**config.mk**
```make
export PLATFORM = sky130hd
export DESIGN_NAME = logic_seq_ctrl
export DESIGN_NICKNAME = d
export VERILOG_FILES = /design/src/rtl/logic_seq_ctrl_pkg.sv /design/src/rtl/logic_seq_ctrl_slice.sv /design/src/rtl/logic_seq_ctrl.sv
export SDC_FILE = /design/constraint.sdc
export NUM_CORES = 1
export LEC_CHECK = 0
export CELL_PAD_IN_SITES_DETAIL_PLACEMENT = 0
export CELL_PAD_IN_SITES_GLOBAL_PLACEMENT = 1
export CORE_MARGIN = 10
export CORE_UTILIZATION = 35
export DETAILED_ROUTE_END_ITERATION = 10
export PLACE_DENSITY = 0.78
export SLEW_MARGIN = 0
export SYNTH_ARGS = -nofsm -noshare
export SYNTH_HDL_FRONTEND = slang
export SYNTH_SLANG_ARGS = --single-unit
```
**constraint.sdc**
```tcl
create_clock -name clk -period 7.73 [get_ports clk]
set_clock_uncertainty 0.1 [all_clocks]
set_input_delay 1.1595 -clock clk [delete_from_list [all_inputs] [get_ports clk]]
set_output_delay 1.1595 -clock clk [all_outputs]
set_load 0.05 [all_outputs]
```
**src/rtl/logic_seq_ctrl_pkg.sv**
```systemverilog
`default_nettype none
// ============================================================================
// Module      : logic_seq_ctrl_pkg
// Description : Shared operation and state encodings for the logic ALU blocks.
// Revision    : 1.0 - initial release
// ============================================================================
package logic_seq_ctrl_pkg;

    localparam int C_OP_W = 2;

    typedef enum logic [C_OP_W-1:0] {
        OP_AND  = 2'b00,
        OP_OR   = 2'b01,
        OP_XOR  = 2'b10,
        OP_NAND = 2'b11
    } op_e;

    typedef enum logic [1:0] {
        ST_IDLE = 2'b00,
        ST_RUN  = 2'b01,
        ST_DONE = 2'b10
    } state_e;

endpackage
`default_nettype wire

```
**src/rtl/logic_seq_ctrl_slice.sv**
```systemverilog
`default_nettype none
// ============================================================================
// Module      : logic_slice
// Description : SLICE-bit bitwise logic unit built from per-bit gate primitives.
// Revision    : 1.0 - initial release
// ============================================================================
module logic_slice
    import logic_seq_ctrl_pkg::*;
#(
    parameter int SLICE = 8
) (
    input  logic [SLICE-1:0]  a,
    input  logic [SLICE-1:0]  b,
    input  logic [C_OP_W-1:0] op,
    output logic [SLICE-1:0]  result
);

    for (genvar i = 0; i < SLICE; i++) begin : g_bit
        logic w_and;
        logic w_or;
        logic w_xor;
        logic w_nand;

        and  u_and  (w_and,  a[i], b[i]);
        or   u_or   (w_or,   a[i], b[i]);
        xor  u_xor  (w_xor,  a[i], b[i]);
        nand u_nand (w_nand, a[i], b[i]);

        assign result[i] = (op == OP_AND) ? w_and :
                           (op == OP_OR)  ? w_or  :
                           (op == OP_XOR) ? w_xor : w_nand;
    end

endmodule
`default_nettype wire

```
**src/rtl/logic_seq_ctrl.sv**
```systemverilog
`default_nettype none
// ============================================================================
// Module      : logic_seq_ctrl
// Description : Slice-serial bitwise ALU: one SLICE-bit chunk per cycle.
// Revision    : 1.0 - initial release
// ============================================================================
module logic_seq_ctrl
    import logic_seq_ctrl_pkg::*;
#(
    parameter int WIDTH = 32,
    parameter int SLICE = 8
) (
    input  logic              clk,
    input  logic              rst,
    input  logic              in_valid,
    output logic              in_ready,
    input  logic [1:0]        op,
    input  logic [WIDTH-1:0]  a,
    input  logic [WIDTH-1:0]  b,
    output logic              out_valid,
    input  logic              out_ready,
    output logic [WIDTH-1:0]  result,
    output logic              zero,
    output logic              busy
);

    localparam int N     = WIDTH / SLICE;
    localparam int CNT_W = (N > 1) ? $clog2(N) : 1;

    state_e             r_state_q,  w_state_d;
    logic [CNT_W-1:0]   r_cnt_q,    w_cnt_d;
    logic [WIDTH-1:0]   r_a_q,      w_a_d;
    logic [WIDTH-1:0]   r_b_q,      w_b_d;
    op_e                r_op_q,     w_op_d;
    logic [WIDTH-1:0]   r_result_q, w_result_d;
    logic               r_zero_q,   w_zero_d;

    logic [SLICE-1:0]   w_a_slice;
    logic [SLICE-1:0]   w_b_slice;
    logic [SLICE-1:0]   w_slice_res;

    always_comb begin
        w_a_slice = '0;
        w_b_slice = '0;
        for (int i = 0; i < N; i++) begin
            if (r_cnt_q == CNT_W'(i)) begin
                w_a_slice = r_a_q[i*SLICE +: SLICE];
                w_b_slice = r_b_q[i*SLICE +: SLICE];
            end
        end
    end

    logic_slice #(
        .SLICE (SLICE)
    ) u_logic_slice (
        .a      (w_a_slice),
        .b      (w_b_slice),
        .op     (r_op_q),
        .result (w_slice_res)
    );

    always_comb begin
        w_state_d  = r_state_q;
        w_cnt_d    = r_cnt_q;
        w_a_d      = r_a_q;
        w_b_d      = r_b_q;
        w_op_d     = r_op_q;
        w_result_d = r_result_q;
        w_zero_d   = r_zero_q;

        case (r_state_q)
            ST_IDLE: begin
                if (in_valid) begin
                    w_a_d      = a;
                    w_b_d      = b;
                    w_op_d     = op_e'(op);
                    w_cnt_d    = '0;
                    w_result_d = '0;
                    w_zero_d   = 1'b0;
                    w_state_d  = ST_RUN;
                end
            end
            ST_RUN: begin
                for (int i = 0; i < N; i++) begin
                    if (r_cnt_q == CNT_W'(i)) begin
                        w_result_d[i*SLICE +: SLICE] = w_slice_res;
                    end
                end
                if (r_cnt_q == CNT_W'(N - 1)) begin
                    // zero is captured together with the last slice so it is valid on DONE entry
                    w_zero_d  = (w_result_d == '0);
                    w_cnt_d   = '0;
                    w_state_d = ST_DONE;
                end else begin
                    w_cnt_d = r_cnt_q + 1'b1;
                end
            end
            ST_DONE: begin
                if (out_ready) begin
                    w_zero_d  = 1'b0;
                    w_state_d = ST_IDLE;
                end
            end
            default: begin
                w_state_d = ST_IDLE;
            end
        endcase
    end

    always_ff @(posedge clk) begin
        if (rst) begin
            r_state_q  <= ST_IDLE;
            r_cnt_q    <= '0;
            r_a_q      <= '0;
            r_b_q      <= '0;
            r_op_q     <= OP_AND;
            r_result_q <= '0;
            r_zero_q   <= 1'b0;
        end else begin
            r_state_q  <= w_state_d;
            r_cnt_q    <= w_cnt_d;
            r_a_q      <= w_a_d;
            r_b_q      <= w_b_d;
            r_op_q     <= w_op_d;
            r_result_q <= w_result_d;
            r_zero_q   <= w_zero_d;
        end
    end

    assign in_ready  = (r_state_q == ST_IDLE);
    assign out_valid = (r_state_q == ST_DONE);
    assign busy      = (r_state_q == ST_RUN) || (r_state_q == ST_DONE);
    assign result    = r_result_q;
    assign zero      = r_zero_q;

endmodule
`default_nettype wire

```
==> metrics.yaml <==
die:
  fp.dieW_um: 144
  initial_core_util_pct: 35.4
  row_count: 45
  coreArea_um2: 15100
  io_pins: 106
  floorplan.die_area_um2: 20600
  chipHeight_um: 144
cts:
  path_clk_slew_ps: 80
  tritoncts_clock_tree: "done"
  cts_inserted_buffers: 9
  cts.root.buffer_cell: "sky130_fd_sc_hd__clkbuf_16"
  postCtsHoldBufs: 0
  cts_resized: 0
  cts.repair_timing.setup_buffer_count: 0
  cts.path.max_buffers: 2
  skew_pair_late_insertion_delay_ps: 360
  clock_sink_count: 103
  clock_tree.htree_level_count: 3
timing:
  timing_max_transition_violations_final: 0
  worst_pin_slew_ps: 1200
  fin_tns_setup_ps: 0
  layout_min_cycle_time_ps: 4320
  timing.fmax_mhz: 231
  report.final.hold_viol_count: 0
  slew_headroom_pct: 19.7
  setup_repair_after_global_routing_missed_its_margin: "false"
  final.period_utilization_pct: 55.9
  setup_violations: 0
synth:
  synthesis.area_um2: 5340
  synth_mux_area_share_pct: 3.63
  synth_cell_type_count: 48
  combinational_family_with_the_most_area_after_synthesis: "compound AO/OA/AOI/OAI gates"
  synth-compound-area-share_pct: 24.3
  number_of_enable_flip_flop_cells_after_synthesis: 0
  number_of_warnings_printed_during_yosys_synthesis: 0
  synthesized_area_fraction_occupied_by_and_or_nand_nor_cells_pct: 23.0
  synth_top_flop_cell: "sky130_fd_sc_hd__dfxtp_1"
  mappedNetlistNets: 813
  seq_area_frac_synth_pct: 38.6
  synth-adder-area-share_pct: 5.62
  post_synth.cell_area_avg_um2: 7.43
  synthCells: 719
  synthXorXnorAreaFrac_pct: 0
  postSynthRegisterBits: 103
  async_flop_share_pct: 0
layout:
  instances_no_fill: 982
  final_common_cell: "sky130_fd_sc_hd__nand2_1"
  design_area_um2: 6780
  synthToLayoutAreaGrowth_pct: 26.9
  fillerInstances: 1546
  antennaDiodeCount: 0
  final_util_pct: 44.9
  post_route_cells_drive_above_1_share_pct: 5.04
  layout.cells.most_common_list: "160 x sky130_fd_sc_hd__nand2_1, 128 x sky130_fd_sc_hd__a21oi_1, 104 x sky130_fd_sc_hd__clkdlybuf4s50_1"
  final_net_count: 883
place:
  place_inst: 966
  placed_cell_area_um2: 6460
  dp.final_hpwl_mm: 12.6
  gp_congestion: 0.854
  portBuffers: 105
setup_path:
  cp-endpoint: "result[10]"
  setup.worst_path.class: "reg -> reg"
  timing.reg2reg.worst_path_depth: 15
  timing.critical_path.from: "r_cnt_q[1]"
  worst_ep_required_time_ps: 7920
  cp.arrival_ps: 4510
  setup_crit_start_kind: "flop"
  worst-r2r-setup-slack_ps: 3410
  cp_max_fo: 35
  setup.worst_path.end_class: "flop"
  worst_r2r_startpoint: "r_cnt_q[1]"
  worst_r2r_endpoint: "result[10]"
worst_hold_path:
  hold_depth: 2
  min-delay-path-class: "reg -> reg"
job:
  drv.max_cap_violation_count: 0
pwr:
  vdd_ir_drop_max_mv: 0.141
  power_leakage_nw: 2.61
  power_density_nw_per_um2: 203
  power_mw: 1.38
global_routing:
  antenna_violations_before_repair: 0
  grt_first_pass_wirelength_mm: 27.4
  grt_max_degree: 105
  grt_usage_pct: 16.5
  grt_pass1_vias: 5276
  grt_remaining_overflow: 0
routing:
  vias: 5257
  detail_route.drc_violations: 0
  detail_route.first_pass.iterations: 5
  wl_met2_mm: 7.89
  met1Wirelength_mm: 7.71
  viasPerCell: 5.35
  drt.antenna.violating_nets: 0
  drt_iter0_drc: 480
  detail_route.wl_per_cell_um: 17.3
  met3RoutedLength_mm: 1.14
  maxUsedRoutingLayer: "met4"
  drt_wl_total_mm: 17.0
outcome:
  outcome: "complete, no violations"
-- critical path, stage by stage, from the launching register on --
cell	delay (ps)
sky130_fd_sc_hd__dfxtp_1	340
sky130_fd_sc_hd__inv_1	120
sky130_fd_sc_hd__ha_1	170
sky130_fd_sc_hd__buf_4	380
sky130_fd_sc_hd__clkinv_1	580
sky130_fd_sc_hd__nand3_1	250
sky130_fd_sc_hd__a21oi_1	90
sky130_fd_sc_hd__a21oi_1	280
sky130_fd_sc_hd__nor2_1	100
sky130_fd_sc_hd__a21o_1	190
sky130_fd_sc_hd__ha_1	350
sky130_fd_sc_hd__mux2_4	180
sky130_fd_sc_hd__nor2_1	40
sky130_fd_sc_hd__a211oi_1	740
sky130_fd_sc_hd__a22oi_1	210
sky130_fd_sc_hd__nor2_1	110
-- flip-flops by register name, summed over array words and instances (netlist names) --
name and count:
r_a_q 32, r_b_q 32, result 32, r_cnt_q 2, r_op_q 2, r_state_q 2, zero 1
-- worst min-delay path by stage --
| stage | from | endpoint | slack [ps] |
|---|---|---|---|
| 2_1_floorplan | r_a_q[0] | r_a_q[0] | 340 |
| 3_3_place_gp | r_a_q[18] | r_a_q[18] | 350 |
| 3_5_place_dp | r_op_q[1] | r_op_q[1] | 350 |
| 4_1_cts | r_op_q[1] | r_op_q[1] | 360 |
| 5_1_grt | r_b_q[22] | r_b_q[22] | 380 |
| 6_report | r_op_q[1] | r_op_q[1] | 360 |
-- cell families after synthesis --
| kind of cell | Yosys count |
|---|---|
| AO/OA/AOI/OAI | 218 |
| adder cells (fa/ha/maj) | 24 |
| buffers and inverters | 63 |
| flip-flops | 103 |
| multiplexers | 18 |
| AND/OR/NAND/NOR | 293 |
-- power breakdown --
group / leakage (nW) / internal [mW] / switching [mW] / total, mW
Combinational: 1.61 / 0.120 / 0.188 / 0.309
Clock: 0.159 / 0.269 / 0.221 / 0.490
Sequential: 0.841 / 0.560 / 0.0201 / 0.580
-- metal layers --
metal	GRT usage, %	vias up
met5	0	-
met2	26.0	149
met4	3.98	0
met1	21.6	2455
met3	5.12	17
li1	-	2636
-- cells in the mapped netlist (3+ instances only) --
cell                       instances  share of area, %
sky130_fd_sc_hd__a32oi_1           3              0.49
sky130_fd_sc_hd__dfxtp_1         103                39
sky130_fd_sc_hd__o21ai_0           9              0.84
sky130_fd_sc_hd__or3_1             3              0.35
sky130_fd_sc_hd__nor2_1           68               4.8
sky130_fd_sc_hd__mux2i_1          10               1.9
sky130_fd_sc_hd__buf_2             3              0.28
sky130_fd_sc_hd__buf_1             4              0.28
sky130_fd_sc_hd__clkbuf_1         44               3.1
sky130_fd_sc_hd__a21oi_1         128                12
sky130_fd_sc_hd__a22oi_1          32               4.5
sky130_fd_sc_hd__nand2_1         161                11
sky130_fd_sc_hd__ha_1             24               5.6
sky130_fd_sc_hd__nor3b_1           3              0.42
sky130_fd_sc_hd__nor3_1           10              0.94
sky130_fd_sc_hd__mux2_2            7               1.5
sky130_fd_sc_hd__nand2b_1          5              0.59
sky130_fd_sc_hd__a31oi_1           6              0.70
sky130_fd_sc_hd__inv_1             7              0.49
sky130_fd_sc_hd__nor4_1            8              0.94
sky130_fd_sc_hd__nor2b_1           5              0.59
sky130_fd_sc_hd__a21o_1           19               2.7
sky130_fd_sc_hd__nand3_1          21               2.0
-- area by class of cell --
| cell class | count | area [um^2] | area share (%) |
|---|---|---|---|
| Clock buffer | 10 | 239 | 3.52 |
| Clock inverter | 6 | 81.3 | 1.20 |
| Inverter | 9 | 33.8 | 0.498 |
| Multi-Input combinational cell | 553 | 3020 | 44.6 |
| Sequential cell | 103 | 2060 | 30.4 |
| Tap cell | 188 | 235 | 3.47 |
| Timing Repair Buffer | 113 | 1110 | 16.3 |
-- per-stage QoR --
stage	hold WS [ps]	setup slack, ps
after global placement	345	3540
after CTS	358	3440
final	357	3410
after floorplan	337	4370
after global routing	384	3010
after detailed placement	347	3450
Note: power is estimated with default switching activity, not from simulation.
